===== config.mk =====
export PLATFORM = sky130hd
export DESIGN_NAME = fwd_hazard_unit
export DESIGN_NICKNAME = d
export VERILOG_FILES = /design/src/rtl/fwd_hazard_unit.sv
export SDC_FILE = /design/constraint.sdc
export NUM_CORES = 1
export LEC_CHECK = 0
export ABC_AREA = 0
export CORE_MARGIN = 3
export CORE_UTILIZATION = 40
export DETAILED_ROUTE_END_ITERATION = 10
export GPL_ROUTABILITY_DRIVEN = 0
export PLACE_DENSITY = 0.77
export SYNTH_ARGS = -nofsm -noshare
export SYNTH_HDL_FRONTEND = slang
export SYNTH_SLANG_ARGS = --single-unit

===== constraint.sdc =====
create_clock -name clk -period 2.2 [get_ports clk]
set_input_delay 0.55 -clock clk [delete_from_list [all_inputs] [get_ports clk]]
set_output_delay 0.55 -clock clk [all_outputs]
set_load 0.005 [all_outputs]

===== src/rtl/fwd_hazard_unit.sv =====
`default_nettype none
// ============================================================================
//  Module   : fwd_hazard_unit
//  Purpose  : ID/EX operand-forwarding select generation and load-use stall
//             control with a saturating stall-cycle counter.
//  Revision : 1.0  initial release
// ============================================================================
module fwd_hazard_unit #(
   parameter int  NREAD    = 2,
   parameter int  NSTAGE   = 3,
   parameter int  REGW     = 5,
   parameter int  LOAD_LAT = 1,
   parameter int  CNTW     = 16,
   localparam int SELW     = $clog2(NSTAGE + 2)
) (
   input  logic                   clk,
   input  logic                   rstn,
   input  logic                   id_valid,
   input  logic [NREAD*REGW-1:0]  id_rs,
   input  logic [NREAD-1:0]       id_use,
   input  logic [NREAD-1:0]       id_imm_sel,
   input  logic [NSTAGE*REGW-1:0] src_rd,
   input  logic [NSTAGE-1:0]      src_wen,
   input  logic [NSTAGE-1:0]      src_isload,
   input  logic                   flush,
   input  logic                   clr_cnt,
   output logic [NREAD*SELW-1:0]  fwd_sel,
   output logic                   stall,
   output logic                   bubble,
   output logic [CNTW-1:0]        stall_cnt
);

   localparam logic [SELW-1:0] C_SEL_IMM = '1;
   localparam logic [CNTW-1:0] C_CNT_MAX = '1;

   logic [NREAD-1:0]      w_hit;
   logic [NREAD-1:0]      w_hit_load;
   logic [SELW-1:0]       w_hit_sel [NREAD];
   logic [NREAD*SELW-1:0] w_next_sel;
   logic                  w_hazard;
   logic                  w_squash;

   logic [NREAD*SELW-1:0] r_fwd_sel;
   logic                  r_bubble;
   logic [CNTW-1:0]       r_stall_cnt;

   // Scan oldest to youngest so the youngest matching stage is the one kept.
   always_comb begin : p_match
      for (int i = 0; i < NREAD; i++) begin
         w_hit[i]      = 1'b0;
         w_hit_load[i] = 1'b0;
         w_hit_sel[i]  = '0;
         for (int k = NSTAGE - 1; k >= 0; k--) begin
            if (src_wen[k] &&
                (src_rd[k*REGW +: REGW] == id_rs[i*REGW +: REGW]) &&
                (id_rs[i*REGW +: REGW] != '0)) begin
               w_hit[i]      = 1'b1;
               w_hit_sel[i]  = SELW'(k + 1);
               w_hit_load[i] = src_isload[k] && (k < LOAD_LAT);
            end
         end
      end
   end

   always_comb begin : p_select
      w_hazard   = 1'b0;
      w_next_sel = '0;
      for (int i = 0; i < NREAD; i++) begin
         if (id_imm_sel[i]) begin
            w_next_sel[i*SELW +: SELW] = C_SEL_IMM;
         end else if (id_use[i] && w_hit[i]) begin
            w_next_sel[i*SELW +: SELW] = w_hit_sel[i];
         end
         if (id_valid && id_use[i] && !id_imm_sel[i] && w_hit_load[i]) begin
            w_hazard = 1'b1;
         end
      end
   end

   // Gated by rstn so the stall drops the instant reset is asserted.
   assign stall    = rstn & w_hazard & ~flush;
   assign w_squash = flush | stall | ~id_valid;

   always_ff @(posedge clk or negedge rstn) begin
      if (!rstn) begin
         r_fwd_sel   <= '0;
         r_bubble    <= 1'b1;
         r_stall_cnt <= '0;
      end else begin
         if (w_squash) begin
            r_fwd_sel <= '0;
            r_bubble  <= 1'b1;
         end else begin
            r_fwd_sel <= w_next_sel;
            r_bubble  <= 1'b0;
         end
         if (clr_cnt) begin
            r_stall_cnt <= '0;
         end else if (stall && (r_stall_cnt != C_CNT_MAX)) begin
            r_stall_cnt <= r_stall_cnt + CNTW'(1);
         end
      end
   end

   assign fwd_sel   = r_fwd_sel;
   assign bubble    = r_bubble;
   assign stall_cnt = r_stall_cnt;

endmodule
`default_nettype wire


==> impl_metrics.env, run 1 <==
export IMPL_startpoint_type="primary input"
export IMPL_grt_ovfl_total=0
export IMPL_grt_pass1_wl_um=7690
export IMPL_finClkSkew_ns=0.00384
export IMPL_syn_area_um2=1640
export IMPL_syn_avg_cell_area_um2=9.47
export IMPL_period_share_pct=108
export IMPL_routed_top_layer="met4"
export IMPL_drt_total_wl_um=4490
export IMPL_hpwlAfterDp_um=3490
export IMPL_clock_latency_ns=0.27
export IMPL_cellPowerDensity_nw_per_um2=363
export IMPL_drt_first_pass_iters=4
export IMPL_drv_slew=0
export IMPL_dieArea_um2=4900
export IMPL_ys_flop_type="dfrtp_1"
export IMPL_worstSetupPathType="primary input to output pin"
export IMPL_ys_seq_elements=23
export IMPL_numClockSinks=23
export IMPL_die_w_um=70.0
export IMPL_place_inst=304
export IMPL_wl_per_cell_um=14.2
export IMPL_grt_max_degree=24
export IMPL_nNetsFinal=309
export IMPL_clk_pin_slew_worst_paths_ns=0.08
export IMPL_finalPower_uw=959
export IMPL_async_flop_share_pct=100
export IMPL_period_needed_ns=2.38
export IMPL_cts_hold_fix_buffers=0
export IMPL_hold_viol_final=0
export IMPL_leakage_uw=0.00108
export IMPL_numPortBuffers=61
export IMPL_slew_headroom_pct=59.0
export IMPL_grt_total_usage_pct=19.0
export IMPL_dieHeight_um=70.0
export IMPL_yosysSeqAreaShare_pct=35.2
export IMPL_via_per_inst=5.24
export IMPL_drt_met1_wl_um=1900
export IMPL_coreArea_um2=3800
export IMPL_setup_viol=2
export IMPL_worst_slack_ns=-0.184
export IMPL_hp_class="flip-flop to flip-flop"
export IMPL_htreeDepth=1
export IMPL_yosys_top_cells_area="dfrtp_1 34%, xnor2_1 12%, xor2_1 6.4%"
export IMPL_multi_input_area_um2=1100
export IMPL_yosysUniqueCellTypes=40
export IMPL_cp_required_ns=1.65
export IMPL_std_cell_rows=22
export IMPL_n_antenna_cell=0
export IMPL_drive_above_1_share_pct=27.0
export IMPL_endpoint_kind="output pin"
export IMPL_drc=0
export IMPL_grt_pass1_vias=1670
export IMPL_synth_warnings=0
export IMPL_synth_net_count=214
export IMPL_worstPathArrival_ns=1.83
export IMPL_cts_tree="built"
export IMPL_cp_max_fo=2
export IMPL_ys_top_cells_by_count="22 x dfrtp_1, 22 x xnor2_1, 18 x nor2_1"
export IMPL_regArea_um2=577
export IMPL_yosys_area_top_type="dfrtp_1"
export IMPL_antenna_found_initial=0
export IMPL_max_freq_mhz=419
export IMPL_violations="setup timing"
export IMPL_cts_made_buffers=3
export IMPL_ant_nets=0
export IMPL_rsz0062_at_grt="yes"
export IMPL_drt_iter0_drc=82
export IMPL_ir_drop_mv=0.197
export IMPL_final_cells=315
export IMPL_via_count=1650
export IMPL_tightest_slew_ns=0.613
export IMPL_synth_edff_count=0
export IMPL_status="complete, but fails checks"
export IMPL_drv_cap=0
export IMPL_synth_top_area_share_pct=33.6
export IMPL_syn_inst=173
export IMPL_clockBufferDepth=2
export IMPL_pin_count=64
export IMPL_start_util_pct=43.1
export IMPL_wl_met3_um=231
export IMPL_syn2layout_area_growth_pct=61.2
export IMPL_fillers=307
export IMPL_wl_met2_um=2270
export IMPL_cts_root_buffer="clkbuf_8"
sequential cells by signal, summed over array words and instances (netlist names):
name	cells
bubble	1
fwd_sel	6
stall_cnt	16
what timing repair did:
action,CTS,global route
pin swaps,13,5
gates resized for setup,57,5
buffers inserted,6,2
endpoints found under the setup margin,23,11
power breakdown:
group / internal (uW) / leakage (uW) / switching (uW)
Clock: 129 / 0.0000228 / 135
Sequential: 428 / 0.000315 / 1.23
Combinational: 151 / 0.000742 / 113
Total: 709 / 0.00108 / 250
critical path, stage by stage:
cell	delay [ns]
buf_6	0.09
or4_4	0.55
o211ai_4	0.23
nor3_4	0.06
o21ai_2	0.17
nor2_2	0.05
buf_2	0.12
routing by layer:
metal / global-route usage (%) / vias to the layer above
met5: 0 / -
met4: 6.81 / 0
met3: 2.45 / 7
met2: 32.2 / 59
met1: 24.6 / 768
li1: - / 816
through the flow:
step	setup TNS (ns)	setup slack (ns)	hold WS [ns]	utilization [%]	cell area [um^2]
after floorplan	-0.0367	-0.0367	0.254	-	1650
after global placement	-9.58	-0.844	0.561	65.8	2500
after detailed placement	-10.75	-0.863	0.583	65.8	2500
after CTS	-0.187	-0.178	0.592	68.5	2600
after global routing	-0.899	-0.240	0.637	69.6	2640
final	-0.205	-0.184	0.599	69.6	2640
cells by family after synthesis:
group / count (synthesis) / synth area share (%)
flops: 23 / 35.2
xor+xnor: 35 / 19.8
fa+ha+maj: 1 / 0.763
mux: 1 / 0.611
simple gates: 67 / 23.8
compound gates: 37 / 17.3
buf+inv: 9 / 2.52
path summary, 6_finish.rpt:
check / startpoint / end / slack, ns / cells after the start
max: id_rs[6] / stall / -0.18 / 7
min: stall_cnt[10] / stall_cnt[10] / 0.60 / 2
max in group asynchronous: rstn / bubble / 1.24 / 2
min in group asynchronous: rstn / stall_cnt[2] / 0.68 / 2
min reg2reg: stall_cnt[10] / stall_cnt[10] / 0.60 / 2
max reg2reg: stall_cnt[0] / stall_cnt[5] / 0.04 / 7
placed cells by master, fill, tap and decap left out, types with 3 or more instances in the layout:
cell	Yosys	layout
xor2_1	12	12
clkdlybuf4s50_1	0	43
xnor2_2	0	4
buf_4	0	31
xnor2_1	22	18
o21ai_0	9	9
nand4_1	7	7
buf_2	0	5
nand3_1	5	3
nor4_1	4	4
inv_1	4	4
dfrtp_1	22	22
o211ai_4	1	3
dlygate4sd2_1	0	9
nor2_1	18	17
clkbuf_8	0	3
or3_1	10	10
a21oi_1	12	11
nand2_1	9	9
buf_6	1	7
layout make-up:
type	count	share of cell area (%)
Clock buffer	4	1.70
Inverter	4	0.568
Multi-Input combinational cell	141	41.6
Sequential cell	23	21.8
Tap cell	48	2.27
Timing Repair Buffer	95	32.0
No activity file was read; power rests on OpenSTA's default activity.
==> run 2, diff against run 1 <==
Settings changed: CTS_CLUSTER_SIZE from default to 30, GPL_TIMING_DRIVEN from default to 0, PLACE_DENSITY 0.77 to 0.74.
Clock period 2.2 ns to 2.9 ns, I/O delays scaled along.
==> impl_metrics.env, run 2 (synthesis results as in run 1) <==
export IMPL_period_share_pct=96.7
export IMPL_grt_pass1_vias=1509
export IMPL_dieArea_um2=4900
export IMPL_clk_pin_slew_worst_paths_ns=0.08
export IMPL_crit_buf_inv=2
export IMPL_critPathMaxStageDelay_ns=0.57
export IMPL_slew_headroom_pct=70.0
export IMPL_ir_drop_mv=0.142
export IMPL_via_per_inst=5.25
export IMPL_place_inst=279
export IMPL_numClockSinks=23
export IMPL_tightest_slew_ns=0.449
export IMPL_drive_above_1_share_pct=20.2
export IMPL_grt_ovfl_total=0
export IMPL_ant_nets=0
export IMPL_nNetsFinal=285
export IMPL_hpwlAfterDp_um=3130
export IMPL_cellPowerDensity_nw_per_um2=288
export IMPL_start_util_pct=43.1
export IMPL_pin_count=64
export IMPL_drc=0
export IMPL_grt_total_usage_pct=17.8
export IMPL_rsz0062_at_grt="no"
export IMPL_rrSetupSlack_ns=0.81
export IMPL_cp_max_fo=4
export IMPL_cts_tree="built"
export IMPL_std_cell_rows=22
export IMPL_final_area_um2=2420
export IMPL_wl_per_cell_um=14.1
export IMPL_n_antenna_cell=0
export IMPL_worstSetupPathType="primary input to output pin"
export IMPL_finalPower_uw=698
export IMPL_leakage_uw=0.000972
export IMPL_placed_area_um2=2280
export IMPL_drt_first_pass_iters=4
export IMPL_grt_max_degree=25
export IMPL_r2r_start="stall_cnt[2]"
export IMPL_reg2reg_depth=6
export IMPL_cp_required_ns=2.17
export IMPL_startpoint_type="primary input"
export IMPL_layout_commonest_cell="clkdlybuf4s50_1"
export IMPL_hold_viol_final=0
export IMPL_layout_common_cells="42 x clkdlybuf4s50_1, 22 x dfrtp_1, 17 x xnor2_1, 17 x nor2_1"
export IMPL_largest_register_ffs=16
export IMPL_dieHeight_um=70.0
export IMPL_drt_total_wl_um=4090
export IMPL_critical_path_top_delay_family="simple AND/OR/NAND/NOR gates"
export IMPL_final_cells=291
export IMPL_via_count=1529
export IMPL_cts_root_buffer="clkbuf_8"
export IMPL_clock_latency_ns=0.27
export IMPL_endpoint_kind="output pin"
export IMPL_hp_class="primary input to async pin"
export IMPL_max_freq_mhz=357
export IMPL_clockBufferDepth=2
export IMPL_coreArea_um2=3800
export IMPL_die_w_um=70.0
export IMPL_antenna_found_initial=0
export IMPL_setup_viol=0
export IMPL_grt_pass1_wl_um=7220
export IMPL_finClkSkew_ns=0.00662
export IMPL_drv_slew=0
export IMPL_rr_endpoint="stall_cnt[13]"
export IMPL_drt_iter0_drc=35
export IMPL_numPortBuffers=58
export IMPL_drv_cap=0
export IMPL_worstSetupStartpoint="id_rs[1]"
export IMPL_period_needed_ns=2.80
export IMPL_worstPathArrival_ns=2.08
export IMPL_cts_made_buffers=3
export IMPL_crit_chain="buf_2 -> or4_4 -> o211ai_4 -> nor3_4 -> o21ai_2 -> nor2_2 -> clkbuf_2"
export IMPL_slowest_stage="or4_4"
export IMPL_htreeDepth=1
export IMPL_status="finished, final reports clean"
export IMPL_cts_hold_fix_buffers=0
export IMPL_syn2layout_area_growth_pct=47.8
[run 2: cell count changes in the layout (fill, tap and decap cells not counted), moves of 2 or more]
cell            previous run  this run
buf_4                     31        10
clkbuf_1                   1         3
buf_2                      5         7
buf_6                      7         1
dlymetal6s2s_1             0         3
dlygate4sd2_1              9         3
[run 2: timing repair]
action	CTS	global route
setup endpoints to repair	12	1
pin swaps	10	11
resized for setup	48	9
setup buffers	3	6
[run 2: worst register-to-register path, cell delays in order (launching register included)]
cell	delay [ns]
dfrtp_1	0.45
nand4_1	0.15
or3_1	0.40
a311oi_2	0.42
nand2_1	0.11
or3_1	0.32
a21oi_1	0.17
[run 2: through the flow]
| step | utilization, % | TNS, ns | hold slack [ns] | setup slack, ns |
|---|---|---|---|---|
| after floorplan | - | 0 | 0.429 | 0.313 |
| after global placement | 60.0 | -9.31 | 0.561 | -1.26 |
| after detailed placement | 60.0 | -9.76 | 0.570 | -1.27 |
| after CTS | 62.2 | 0 | 0.341 | 0.00649 |
| after global routing | 63.8 | 0 | 0.360 | 0.0266 |
| final | 63.8 | 0 | 0.335 | 0.0965 |
[run 2: power by group]
part	total [uW]	internal (uW)	leakage [uW]	switching, uW
Sequential	326	325	0.000315	0.975
Combinational	169	89.5	0.000634	79.8
Clock	203	98.3	0.0000228	105
[run 2: layout make-up]
class,count,area (um^2)
buffer,4,22.5
clock buffer,4,45.0
fill,349,1380
inverter,4,15.0
multi-input combinational,141,1090
sequential,23,577
tap,48,60.1
timing repair buffer,67,611
[run 2: per-layer routing]
metal  wire length, um  track usage (%)
met4               112             5.11
met5                 0                0
met1              1770             24.6
met2              2010             28.5
met3               202             2.73
[run 2: how the worst max path moves through the flow]
| stage | cells past startpoint | slack (ns) | endpoint |
|---|---|---|---|
| finish | 7 | 0.1 | stall |
| global route | 7 | 0.03 | stall |
| CTS | 7 | 0.006 | stall |
| detailed placement | 6 | -1.27 | stall |
| global placement | 6 | -1.26 | stall |
| floorplan | 5 | 0.31 | stall |
